**src/rtl/sub_pkg.sv**
```systemverilog
// rtl/sub_pkg.sv - shared types and sizing for the digit-serial subtractor
// Purpose: FSM state encoding, default operand/digit widths, derived digit
//          count and counter width.
// Ports:   none (package).
package sub_pkg;

  typedef enum logic [1:0] {
    ST_IDLE = 2'd0,
    ST_RUN  = 2'd1,
    ST_DONE = 2'd2
  } state_t;

  localparam int DEF_WIDTH = 16;
  localparam int DEF_DIGIT = 4;

  // A single-digit operation still needs a 1-bit counter to keep widths legal.
  function automatic int cnt_width(input int n);
    return (n <= 1) ? 1 : $clog2(n);
  endfunction

  localparam int DEF_N     = DEF_WIDTH / DEF_DIGIT;
  localparam int DEF_CNT_W = cnt_width(DEF_N);

endpackage

```
**src/rtl/sub_digit_4bit.sv**
```systemverilog
// rtl/sub_digit_4bit.sv - combinational DIGIT-bit borrow-propagate slice
// Purpose: {b_o, d} = x - y - b_i, formed as x + ~y + ~b_i.
// Ports:   x, y  in  DIGIT  minuend / subtrahend digit
//          b_i   in  1      borrow in
//          d     out DIGIT  difference digit
//          b_o   out 1      borrow out
module sub_digit_4bit
  import sub_pkg::*;
#(
  parameter int DIGIT = DEF_DIGIT
) (
  input  logic [DIGIT-1:0] x,
  input  logic [DIGIT-1:0] y,
  input  logic             b_i,
  output logic [DIGIT-1:0] d,
  output logic             b_o
);

  // DIGIT+1 bit sum: the MSB is the carry, i.e. the inverted borrow.
  logic [DIGIT:0] sum;

  assign sum = {1'b0, x} + {1'b0, ~y} + {{DIGIT{1'b0}}, ~b_i};
  assign d   = sum[DIGIT-1:0];
  assign b_o = ~sum[DIGIT];

endmodule

```
**src/rtl/serial_subtractor_16bit.sv**
```systemverilog
// rtl/serial_subtractor_16bit.sv - digit-serial subtractor D = A - B - b_in
// Purpose: one DIGIT-wide slice per clock through a single borrow slice, with a
//          start/done handshake. Optional signed-overflow flag under macro
//          SUB_OVF_FLAG_EN.
// Ports:   clk, rst_n (sync, active-low), start, A, B, b_in (captured on accept)
//          busy (RUN), done (one-cycle pulse), D, b_out, ovf (SUB_OVF_FLAG_EN only)
module serial_subtractor_16bit
  import sub_pkg::*;
#(
  parameter int WIDTH = DEF_WIDTH,
  parameter int DIGIT = DEF_DIGIT
) (
  input  logic             clk,
  input  logic             rst_n,
  input  logic             start,
  input  logic [WIDTH-1:0] A,
  input  logic [WIDTH-1:0] B,
  input  logic             b_in,
  output logic             busy,
  output logic             done,
  output logic [WIDTH-1:0] D,
  output logic             b_out
`ifdef SUB_OVF_FLAG_EN
  ,
  output logic             ovf
`endif
);

  localparam int N     = WIDTH / DIGIT;
  localparam int CNT_W = cnt_width(N);
  localparam logic [CNT_W-1:0] LAST = CNT_W'(N - 1);

  state_t           state_q, state_d;
  logic [WIDTH-1:0] a_q, a_d, b_q, b_d;
  logic [WIDTH-1:0] res_q, res_d, d_q, d_d;
  logic             borrow_q, borrow_d, b_out_q, b_out_d;
  logic             busy_q, busy_d, done_q, done_d;
  logic [CNT_W-1:0] cnt_q, cnt_d;
`ifdef SUB_OVF_FLAG_EN
  logic             ovf_q, ovf_d;
`endif

  logic [DIGIT-1:0] x_k, y_k, d_k;
  logic             bo_k;
  logic [WIDTH-1:0] res_upd;
  int               base;

  // Select slice k of the latched operands.
  always_comb begin
    base = int'(cnt_q) * DIGIT;
    x_k  = a_q[base +: DIGIT];
    y_k  = b_q[base +: DIGIT];
  end

  sub_digit_4bit #(.DIGIT(DIGIT)) u_slice (
    .x   (x_k),
    .y   (y_k),
    .b_i (borrow_q),
    .d   (d_k),
    .b_o (bo_k)
  );

  // Result with the current digit merged in; on the last digit this is D.
  always_comb begin
    res_upd = res_q;
    res_upd[base +: DIGIT] = d_k;
  end

  always_comb begin
    state_d  = state_q;
    a_d      = a_q;
    b_d      = b_q;
    res_d    = res_q;
    d_d      = d_q;
    borrow_d = borrow_q;
    b_out_d  = b_out_q;
    cnt_d    = cnt_q;
`ifdef SUB_OVF_FLAG_EN
    ovf_d    = ovf_q;
`endif
    case (state_q)
      ST_IDLE, ST_DONE: begin
        if (start) begin
          state_d  = ST_RUN;
          a_d      = A;
          b_d      = B;
          borrow_d = b_in;
          cnt_d    = '0;
        end else begin
          state_d  = ST_IDLE;
        end
      end
      ST_RUN: begin
        res_d    = res_upd;
        borrow_d = bo_k;
        cnt_d    = cnt_q + CNT_W'(1);
        if (cnt_q == LAST) begin
          state_d = ST_DONE;
          d_d     = res_upd;
          b_out_d = bo_k;
          cnt_d   = '0;
`ifdef SUB_OVF_FLAG_EN
          ovf_d   = (a_q[WIDTH-1] != b_q[WIDTH-1]) && (res_upd[WIDTH-1] != a_q[WIDTH-1]);
`endif
        end
      end
      default: state_d = ST_IDLE;
    endcase
    busy_d = (state_d == ST_RUN);
    done_d = (state_d == ST_DONE);
  end

  always_ff @(posedge clk) begin
    if (!rst_n) begin
      state_q  <= ST_IDLE;
      a_q      <= '0;
      b_q      <= '0;
      res_q    <= '0;
      d_q      <= '0;
      borrow_q <= 1'b0;
      b_out_q  <= 1'b0;
      busy_q   <= 1'b0;
      done_q   <= 1'b0;
      cnt_q    <= '0;
`ifdef SUB_OVF_FLAG_EN
      ovf_q    <= 1'b0;
`endif
    end else begin
      state_q  <= state_d;
      a_q      <= a_d;
      b_q      <= b_d;
      res_q    <= res_d;
      d_q      <= d_d;
      borrow_q <= borrow_d;
      b_out_q  <= b_out_d;
      busy_q   <= busy_d;
      done_q   <= done_d;
      cnt_q    <= cnt_d;
`ifdef SUB_OVF_FLAG_EN
      ovf_q    <= ovf_d;
`endif
    end
  end

  assign busy  = busy_q;
  assign done  = done_q;
  assign D     = d_q;
  assign b_out = b_out_q;
`ifdef SUB_OVF_FLAG_EN
  assign ovf   = ovf_q;
`endif

endmodule

```
**config.mk**
```make
export PLATFORM = sky130hd
export DESIGN_NAME = serial_subtractor_16bit
export DESIGN_NICKNAME = d
export VERILOG_FILES = /design/src/rtl/sub_pkg.sv /design/src/rtl/sub_digit_4bit.sv /design/src/rtl/serial_subtractor_16bit.sv
export SDC_FILE = /design/constraint.sdc
export NUM_CORES = 1
export LEC_CHECK = 0
export BUFFER_PORTS_ARGS = -buffer_cell sky130_fd_sc_hd__buf_2
export CAP_MARGIN = 15
export CORE_MARGIN = 2
export CORE_UTILIZATION = 60
export DETAILED_ROUTE_END_ITERATION = 8
export HOLD_SLACK_MARGIN = 0.03
export PLACE_DENSITY_LB_ADDON = 0.1
export SLEW_MARGIN = 20
export SYNTH_ARGS = -nofsm -noshare
export SYNTH_HDL_FRONTEND = slang
export SYNTH_SLANG_ARGS = --single-unit
export TNS_END_PERCENT = 30
```
**constraint.sdc**
```tcl
create_clock -name clk -period 6.15 [get_ports clk]
set_input_delay 0.615 -clock clk [delete_from_list [all_inputs] [get_ports clk]]
set_output_delay 0.615 -clock clk [all_outputs]
set_load 0.1 [all_outputs]
```
==> results.json, run 1 <==
{
  "finalCritPeriodShare_pct": 54.1,
  "syn_area_mm2": 0.00326,
  "hp-class": "reg2reg",
  "wirelength_um": 7010,
  "grt_use_met3_pct": 7.56,
  "gp_congestion": 0.890,
  "cap_violations": 0,
  "synth.distinct_cells": 34,
  "die_h_um": 77.7,
  "vias_per_cell": 5.66,
  "nets": 444,
  "crit_type": "reg2reg",
  "grt_max_degree": 74,
  "drive_gt1_share_pct": 20.9,
  "postCtsSetupBuffers": 0,
  "grt_pass1_vias": 2457,
  "cts_resized": 0,
  "ys_seq_area_share_pct": 44.2,
  "ant_nets": 0,
  "grt_pass1_wl_um": 11600,
  "fp.dieW_um": 77.7,
  "endpoint_kind": "flop",
  "hpwl_um": 4670,
  "htree_levels": 3,
  "stdcell_count": 472,
  "num_vias": 2672,
  "floorplan.die_area_mm2": 0.00604,
  "core_mm2": 0.00517,
  "cts_tree": "yes",
  "dp.cells": 456,
  "grt.overflow.total": 0,
  "synth_nets": 401,
  "p_leak_nw": 1.58,
  "met1_usage_pct": 33.7,
  "ir_drop_v": 0.000173,
  "synth_cells": 354,
  "avgRoutedWirePerCell_um": 14.9,
  "worstPathMaxFanout": 15,
  "synth-seq-cells": 72,
  "n_antenna_cell": 0,
  "yosys_warnings": 0,
  "grt.total_usage_pct": 24.7,
  "cts-root-buf": "clkbuf_8",
  "cts_hold_buf": 0,
  "clk_pin_slew_ns": 0.08,
  "tightestPinTransition_ns": 1.05,
  "fin_ws_ns": 2.82,
  "final_cell_mix": "72 x dfxtp_1, 72 x nand2_1, 54 x buf_2",
  "portBuffers": 54,
  "antenna_found_initial": 0,
  "p_per_area_mw_per_mm2": 270,
  "drc": 0,
  "hold_viol_final": 0,
  "run_status": "completed",
  "grt_util_met2_pct": 37.7,
  "drv_slew": 0,
  "cts.sinks": 72,
  "area_growth_pct": 14.7,
  "setup.worst_path.start_class": "flop",
  "cp.required_ns": 6.39,
  "max_slew_margin_pct": 30.0,
  "clock.fmax_mhz": 301,
  "post-place-ws_ns": 2.85,
  "tns_ns": 0,
  "drtIter0Drc": 256,
  "worstPathArrival_ns": 3.57,
  "ioPinCount": 55,
  "utilization_pct": 72.3,
  "rsz0062_at_grt": "false",
  "cts_buffers": 9,
  "power.total_mw": 1.01,
  "clk_latency_ns": 0.35,
  "avgSynthCellArea_um2": 9.21,
  "cts_buffer_depth": 2,
  "drt_pass1_iterations": 4,
  "rows": 26,
  "setup_viol": 0,
  "fin_crit_ns": 3.33,
  "start_util_pct": 63.0,
  "clock-skew-final_ns": 0.00594,
  "grt-busiest-layer": "met2",
  "fillers": 428
}
[power by group]
part | switching, mW | internal (mW) | total [mW]
registers | 0.0139 | 0.484 | 0.498
logic | 0.0879 | 0.0518 | 0.140
clock network | 0.175 | 0.198 | 0.373
total | 0.277 | 0.733 | 1.01
[cells in the mapped netlist (all sizes together)]
library cell	number	area (um^2)
o221ai	14	123
nand3	5	25.0
clkbuf	20	75.1
buf	3	15.0
ha	9	113
and3b	1	8.76
a21o	2	15.0
nand2b	2	12.5
fa	2	40.0
and3	1	6.26
a21oi	7	35.0
nand2	72	270
nand4	1	6.26
xnor2	1	8.76
o211a	12	120
dfxtp	72	1440
nor4	2	12.5
o31ai	4	30.0
inv	25	93.8
a21boi	36	270
and2	4	25.0
o21ai	7	35.0
nand3b	2	15.0
xor2	1	8.76
o21a	1	7.51
mux4	8	180
nor2	5	18.8
nor2b	17	106
nor3	1	5.00
or4	2	22.5
and4	1	8.76
a22oi	14	105
[cells by family after synthesis]
family / synth area share [%]
and+or+nand+nor: 16.7
AOI/OAI and AO/OA: 22.7
DFF: 44.2
buffers and inverters: 5.64
adders and majority gates: 4.68
muxes: 5.53
xor gates and xnor gates: 0.538
[layout make-up]
type / instances / area (um^2) / area share [%]
tap: 70 / 87.6 / 2.34
inverter: 25 / 93.8 / 2.51
timing repair buffer: 55 / 278 / 7.43
multi-input combinational: 234 / 1640 / 43.9
sequential: 72 / 1440 / 38.6
clock inverter: 5 / 56.3 / 1.51
clock buffer: 11 / 141 / 3.78
[worst max-delay path, stage by stage (launching register included)]
cell	delay, ns
dfxtp_1	0.88
mux4_2	0.62
fa_1	0.46
fa_1	0.41
xor2_1	0.40
nor2_1	0.16
a22oi_1	0.21
nor2b_1	0.07
[registers in the layout, indices dropped and copies added, names as in the netlist]
| signal | flops |
|---|---|
| D | 16 |
| a_q | 16 |
| b_q | 16 |
| res_q | 16 |
| cnt_q | 2 |
| state_q | 2 |
| b_out | 1 |
| borrow_q | 1 |
| busy | 1 |
| done | 1 |
[metal layers]
layer,up-vias,wire (um)
met1,1257,3360
met2,85,3140
met4,0,83
li1,1318,-
met3,12,436
met5,-,0
[per-stage QoR]
step                      instance area (um^2)  hold WS (ns)
after global placement                    3540         0.441
after floorplan                           3260         0.432
after detailed placement                  3540         0.447
final                                     3740         0.454
after CTS                                 3740         0.456
after global routing                      3740         0.475
[path summary, 6_finish.rpt]
path | start | endpoint | slack, ns | cells past startpoint
worst min-delay path | b_q[14]$_SDFFE_PN0P_ | b_q[14]$_SDFFE_PN0P_ | 0.45 | 2
worst max-delay path | cnt_q[0]$_SDFFE_PN0P_ | res_q[14]$_SDFFE_PN0P_ | 2.82 | 7
worst min register to register | b_q[14]$_SDFFE_PN0P_ | b_q[14]$_SDFFE_PN0P_ | 0.45 | 2
worst max register to register | cnt_q[0]$_SDFFE_PN0P_ | res_q[14]$_SDFFE_PN0P_ | 2.82 | 7
No activity file was read; power rests on OpenSTA's default activity.
==> run 2, diff against run 1 <==
--- a/config.mk
+++ b/config.mk
@@ -5,10 +5,11 @@
 export SDC_FILE = /design/constraint.sdc
 export NUM_CORES = 1
 export LEC_CHECK = 0
+export ABC_AREA = 1
 export BUFFER_PORTS_ARGS = -buffer_cell sky130_fd_sc_hd__buf_2
 export CAP_MARGIN = 15
 export CORE_MARGIN = 2
-export CORE_UTILIZATION = 60
+export CORE_UTILIZATION = 56
 export DETAILED_ROUTE_END_ITERATION = 8
 export HOLD_SLACK_MARGIN = 0.03
 export PLACE_DENSITY_LB_ADDON = 0.1
==> constraint.sdc (replaced) <==
create_clock -name clk -period 3.2 [get_ports clk]
set_input_delay 0.32 -clock clk [delete_from_list [all_inputs] [get_ports clk]]
set_output_delay 0.32 -clock clk [all_outputs]
set_load 0.1 [all_outputs]
==> results.json, run 2 <==
{
  "run_status": "completed",
  "synth-main-ff-cell": "dfxtp_1",
  "cts_hold_buf": 0,
  "portBuffers": 54,
  "cts.sinks": 72,
  "worstPathMaxFanout": 16,
  "hold_viol_final": 0,
  "cp.required_ns": 3.43,
  "vias_per_cell": 5.14,
  "tns_ns": 0,
  "hpwl_um": 4880,
  "grt_pass1_wl_um": 11800,
  "p_switching_uw": 591,
  "setup.worst_path.start_class": "flop",
  "drive_gt1_share_pct": 15.8,
  "endpoint_kind": "flop",
  "yosys_warnings": 0,
  "comb_power_share_pct": 19.0,
  "final_cell_mix": "82 x nor2_1, 72 x dfxtp_1, 67 x inv_1",
  "core_mm2": 0.00561,
  "clock.fmax_mhz": 364,
  "die_h_um": 80.7,
  "ys_seq_area_share_pct": 43.8,
  "gp_congestion": 0.895,
  "htree_levels": 3,
  "synthArstFlopShare_pct": 0,
  "p_per_area_mw_per_mm2": 530,
  "ant_nets": 0,
  "drv_slew": 0,
  "wirelength_um": 6970,
  "crit_type": "reg2reg",
  "nets": 543,
  "dp.cells": 557,
  "clockPowerShare_pct": 31.3,
  "avgSynthCellArea_um2": 7.32,
  "met1_usage_pct": 27.9,
  "synth.distinct_cells": 26,
  "synth_cells": 450,
  "cp_cell_sequence": "inv_1 -> a32o_1 -> fa_1 -> fa_1 -> inv_1 -> nand2_1 -> nand2_1 -> nor2_1 -> nand2_1 -> o21ai_0 -> o21ai_0 -> inv_1",
  "cts_tree": "yes",
  "cts_buffer_depth": 2,
  "num_vias": 2947,
  "rows": 27,
  "yosysMostFrequentCell": "nor2_1",
  "tightestPinTransition_ns": 0.729,
  "setup_viol": 0,
  "grt.total_usage_pct": 23.5,
  "clk_latency_ns": 0.34,
  "hp-class": "in2reg",
  "synth_edf_count": 0,
  "cts_buffers": 9,
  "drc": 0,
  "ir_drop_v": 0.000330,
  "max_slew_margin_pct": 51.3,
  "switching_share_pct": 29.9,
  "rrSetupSlack_ns": 0.45,
  "grt_pass1_vias": 2731,
  "cts_resized": 0,
  "avgRoutedWirePerCell_um": 12.2,
  "cp_num_buf_inv": 3,
  "internal-power_mw": 1.39,
  "rsz0062_at_grt": "false",
  "slowest_stage": "dfxtp_1",
  "start_util_pct": 58.7,
  "ys_top_cells_by_area": "dfxtp_1 44%, o21ai_0 9.6%, nor2_1 9.3%, inv_1 7.6%, nand2_1 5.2%",
  "fillers": 540,
  "postCtsSetupBuffers": 0,
  "p_leak_nw": 1.90,
  "antenna_found_initial": 0,
  "fin_hold_ws_ns": 0.223,
  "syn_area_mm2": 0.00329,
  "area_growth_pct": 13.3,
  "grt_max_degree": 51,
  "grt_use_met3_pct": 3.93,
  "drtIter0Drc": 132,
  "synth_top_cell_area_share_pct": 43.8,
  "cp_top_family": "adder cells",
  "finalCritPeriodShare_pct": 85.9,
  "n_antenna_cell": 0,
  "grt.overflow.total": 0,
  "synth-seq-cells": 72,
  "synth_nets": 497,
  "critical_path.max_stage_delay_ns": 0.47,
  "cap_violations": 0,
  "ioPinCount": 55,
  "pwr-share-seq_pct": 49.7,
  "floorplan.die_area_mm2": 0.00651,
  "worstPathArrival_ns": 2.98,
  "clock-skew-final_ns": 0.00660,
  "grt-busiest-layer": "met2",
  "stdcell_count": 573,
  "fin_crit_ns": 2.75,
  "fp.dieW_um": 80.7,
  "yosysTopAreaCell": "dfxtp_1",
  "drt_pass1_iterations": 5,
  "cts-root-buf": "clkbuf_8",
  "clk_pin_slew_ns": 0.07,
  "final_common_cell": "nor2_1",
  "synthTopCellsByCount": "82 x nor2_1, 72 x dfxtp_1, 67 x inv_1",
  "grt_util_met2_pct": 40.3
}
run 2: changes by cell type after synthesis, sizes merged, moves of 12 or more:
cell    before  now
nor2         5   84
o21ai        7   70
inv         25   70
a21boi      36    0
nand2       72   46
a21oi        7   25
nor2b       17    0
a22oi       14    0
o221ai      14    0
o211a       12    0
o22ai        0   12
run 2: path summary, 6_finish.rpt:
kind / from / depth (start not counted) / endpoint
hold reg to reg: b_q[12]$_SDFFE_PN0P_ / 2 / b_q[12]$_SDFFE_PN0P_
setup / recovery: cnt_q[1]$_SDFFE_PN0P_ / 12 / res_q[10]$_SDFFE_PN0P_
setup reg to reg: cnt_q[1]$_SDFFE_PN0P_ / 12 / res_q[10]$_SDFFE_PN0P_
hold / removal: A[9] / 3 / a_q[9]$_SDFFE_PN0P_
run 2: routing by layer:
layer	wire length [um]	vias up
met2	3400	80
met1	3110	1322
li1	-	1532
met3	303	13
met4	149	0
met5	0	-
run 2: cells by family after synthesis:
logic type      after synthesis  share of synthesized area [%]
compound gates              129                           22.0
fa+ha+maj                    11                           4.64
buf+inv                      94                           11.8
flops                        72                           43.8
simple gates                144                           17.8
run 2: final cells by class:
| cell class | count | area, um^2 | area share [%] |
|---|---|---|---|
| timing repair buffer | 59 | 308 | 8.25 |
| clock buffer | 12 | 145 | 3.89 |
| multi-input combinational | 284 | 1460 | 39.2 |
| tap | 72 | 90.1 | 2.41 |
| sequential | 72 | 1440 | 38.6 |
| inverter | 70 | 263 | 7.04 |
| clock inverter | 4 | 20.0 | 0.537 |
run 2: worst min-delay path, cell delays in order:
cell and delay [ns]:
buf_2 0.07, o21ai_0 0.07, nor2_1 0.07
run 2: per-stage QoR:
step	util [%]	power [mW]	cell area (um^2)	worst slack, ns
finish	66.5	1.98	3730	0.452
global route	66.5	2.09	3730	0.224
CTS	66.5	1.99	3730	0.460
detailed placement	63.6	1.38	3570	0.534
global placement	63.6	1.37	3570	0.627
floorplan	-	1.28	3290	0.649
run 2: power groups by stage:
stage / Combinational, mW / Sequential, mW / Clock (mW)
after floorplan: 0.274 / 1.01 / 0
after global placement: 0.366 / 1.00 / 0
after detailed placement: 0.374 / 1.00 / 0
after CTS: 0.376 / 0.984 / 0.626
after global routing: 0.435 / 0.989 / 0.663
final: 0.376 / 0.984 / 0.619
==> run 3, diff against run 2 <==
--- a/config.mk
+++ b/config.mk
@@ -6,7 +6,7 @@
 export NUM_CORES = 1
 export LEC_CHECK = 0
 export ABC_AREA = 1
-export BUFFER_PORTS_ARGS = -buffer_cell sky130_fd_sc_hd__buf_2
+export BUFFER_PORTS_ARGS = -buffer_cell sky130_fd_sc_hd__buf_4
 export CAP_MARGIN = 15
 export CORE_MARGIN = 2
 export CORE_UTILIZATION = 56
==> constraint.sdc (replaced) <==
create_clock -name clk -period 2.6 [get_ports clk]
set_input_delay 0.26 -clock clk [delete_from_list [all_inputs] [get_ports clk]]
set_output_delay 0.26 -clock clk [all_outputs]
set_load 0.1 [all_outputs]
==> results.json, run 3 (synthesis gave the netlist of run 2 again) <==
{
  "grt.total_usage_pct": 23.6,
  "switching_share_pct": 29.1,
  "fin_hold_ws_ns": 0.168,
  "drc": 0,
  "clockPowerShare_pct": 32.7,
  "p_per_area_mw_per_mm2": 643,
  "gp_congestion": 0.894,
  "num_vias": 2982,
  "slowest_stage": "fa_1",
  "final_cell_mix": "81 x nor2_1, 71 x dfxtp_1, 67 x inv_1",
  "rows": 27,
  "grt_pass1_vias": 2758,
  "critical_path.max_stage_delay_ns": 0.43,
  "area_growth_pct": 19.1,
  "p_switching_uw": 735,
  "run_status": "completed",
  "antenna_found_initial": 0,
  "internal-power_mw": 1.79,
  "grt.overflow.total": 0,
  "fp.dieW_um": 80.7,
  "clk_pin_slew_ns": 0.08,
  "finalCritPeriodShare_pct": 93.3,
  "cts_resized": 0,
  "rsz0062_at_grt": "false",
  "drv_slew": 0,
  "drtIter0Drc": 109,
  "fin_ws_ns": 0.174,
  "wirelength_um": 7170,
  "drive_gt1_share_pct": 16.8,
  "start_util_pct": 58.7,
  "grt_pass1_wl_um": 12000,
  "ir_drop_v": 0.000454,
  "worstPathMaxFanout": 10,
  "avgRoutedWirePerCell_um": 12.4,
  "cts_hold_buf": 0,
  "n_antenna_cell": 0,
  "crit_type": "reg2reg",
  "comb_power_share_pct": 19.3,
  "p_leak_nw": 1.95,
  "hp-class": "in2reg",
  "setup.worst_path.start_class": "flop",
  "tightestPinTransition_ns": 0.736,
  "dpl_cell_area_mm2": 0.00373,
  "max_slew_margin_pct": 50.8,
  "clock.fmax_mhz": 412,
  "drt_pass1_iterations": 4,
  "final_area_mm2": 0.00392,
  "final_common_cell": "nor2_1",
  "clk_latency_ns": 0.34,
  "cts_tree": "yes",
  "grt_max_degree": 34,
  "htree_levels": 3,
  "post-place-ws_ns": 0.0825,
  "postCtsSetupBuffers": 0,
  "endpoint_kind": "flop",
  "clock-skew-final_ns": 0.00807,
  "tns_ns": 0,
  "worstPathArrival_ns": 2.66,
  "fin_crit_ns": 2.43,
  "nets": 547,
  "cp.required_ns": 2.84,
  "ioPinCount": 55,
  "cts.sinks": 72,
  "ant_nets": 0,
  "hold_viol_final": 0,
  "cts_buffer_depth": 2,
  "cts_buffers": 9,
  "cap_violations": 0,
  "hpwl_um": 5040,
  "pwr-share-seq_pct": 48.0,
  "cts-root-buf": "clkbuf_8",
  "die_h_um": 80.7,
  "floorplan.die_area_mm2": 0.00651,
  "vias_per_cell": 5.17,
  "cp_cell_sequence": "inv_1 -> a21oi_1 -> a32o_1 -> fa_1 -> fa_1 -> inv_1 -> nand2_1 -> nand2_1 -> nor2_1 -> nand2_1 -> o21ai_0 -> o21ai_0 -> inv_1",
  "setup_viol": 0,
  "core_mm2": 0.00561,
  "portBuffers": 54
}
==> run 3: worst max-delay path: cells and delay by family (launching register included) <==
| kind | cells | cell delay, ns |
|---|---|---|
| buf+inv | 3 | 0.33 |
| simple gates | 4 | 0.27 |
| fa+ha+maj | 2 | 0.83 |
| flops | 1 | 0.31 |
| compound gates | 4 | 0.60 |
==> run 3: worst paths after layout <==
check / startpoint / end / slack, ns / cells after the start
max: cnt_q[1]$_SDFFE_PN0P_ / res_q[10]$_SDFFE_PN0P_ / 0.17 / 13
min: B[11] / b_q[11]$_SDFFE_PN0P_ / 0.17 / 3
max reg2reg: cnt_q[1]$_SDFFE_PN0P_ / res_q[10]$_SDFFE_PN0P_ / 0.17 / 13
min reg2reg: b_q[8]$_SDFFE_PN0P_ / b_q[8]$_SDFFE_PN0P_ / 0.49 / 2
==> run 3: power groups by stage <==
stage          sequential, mW  clock, mW  combinational (mW)
2_1_floorplan            1.24          0               0.337
3_3_place_gp             1.24          0               0.468
3_5_place_dp             1.24          0               0.480
4_1_cts                  1.21      0.835               0.484
5_1_grt                  1.22      0.876               0.556
6_report                 1.21      0.826               0.486
==> run 3: routing by layer <==
metal | GRT usage, % | share of wire, % | vias to the layer above
met1 | 28.2 | 44 | 1349
li1 | - | - | 1545
met4 | 11.4 | 2.6 | 0
met3 | 5.39 | 4.8 | 17
met2 | 39.7 | 49 | 71
met5 | 0 | 0 | -
==> run 3: through the flow <==
step | utilization (%) | power, mW | std cells
2_1_floorplan | - | 1.58 | 450
3_3_place_gp | 66.5 | 1.70 | 561
3_5_place_dp | 66.5 | 1.72 | 561
4_1_cts | 69.8 | 2.53 | 577
5_1_grt | 69.9 | 2.65 | 577
6_report | 69.9 | 2.52 | 577
==> run 3: layout make-up <==
| cell class | instances | area [um^2] |
|---|---|---|
| clock buffer | 14 | 173 |
| clock inverter | 2 | 12.5 |
| fill | 512 | 1690 |
| inverter | 70 | 263 |
| multi-input combinational | 284 | 1470 |
| sequential | 72 | 1450 |
| tap | 72 | 90.1 |
| timing repair buffer | 63 | 473 |
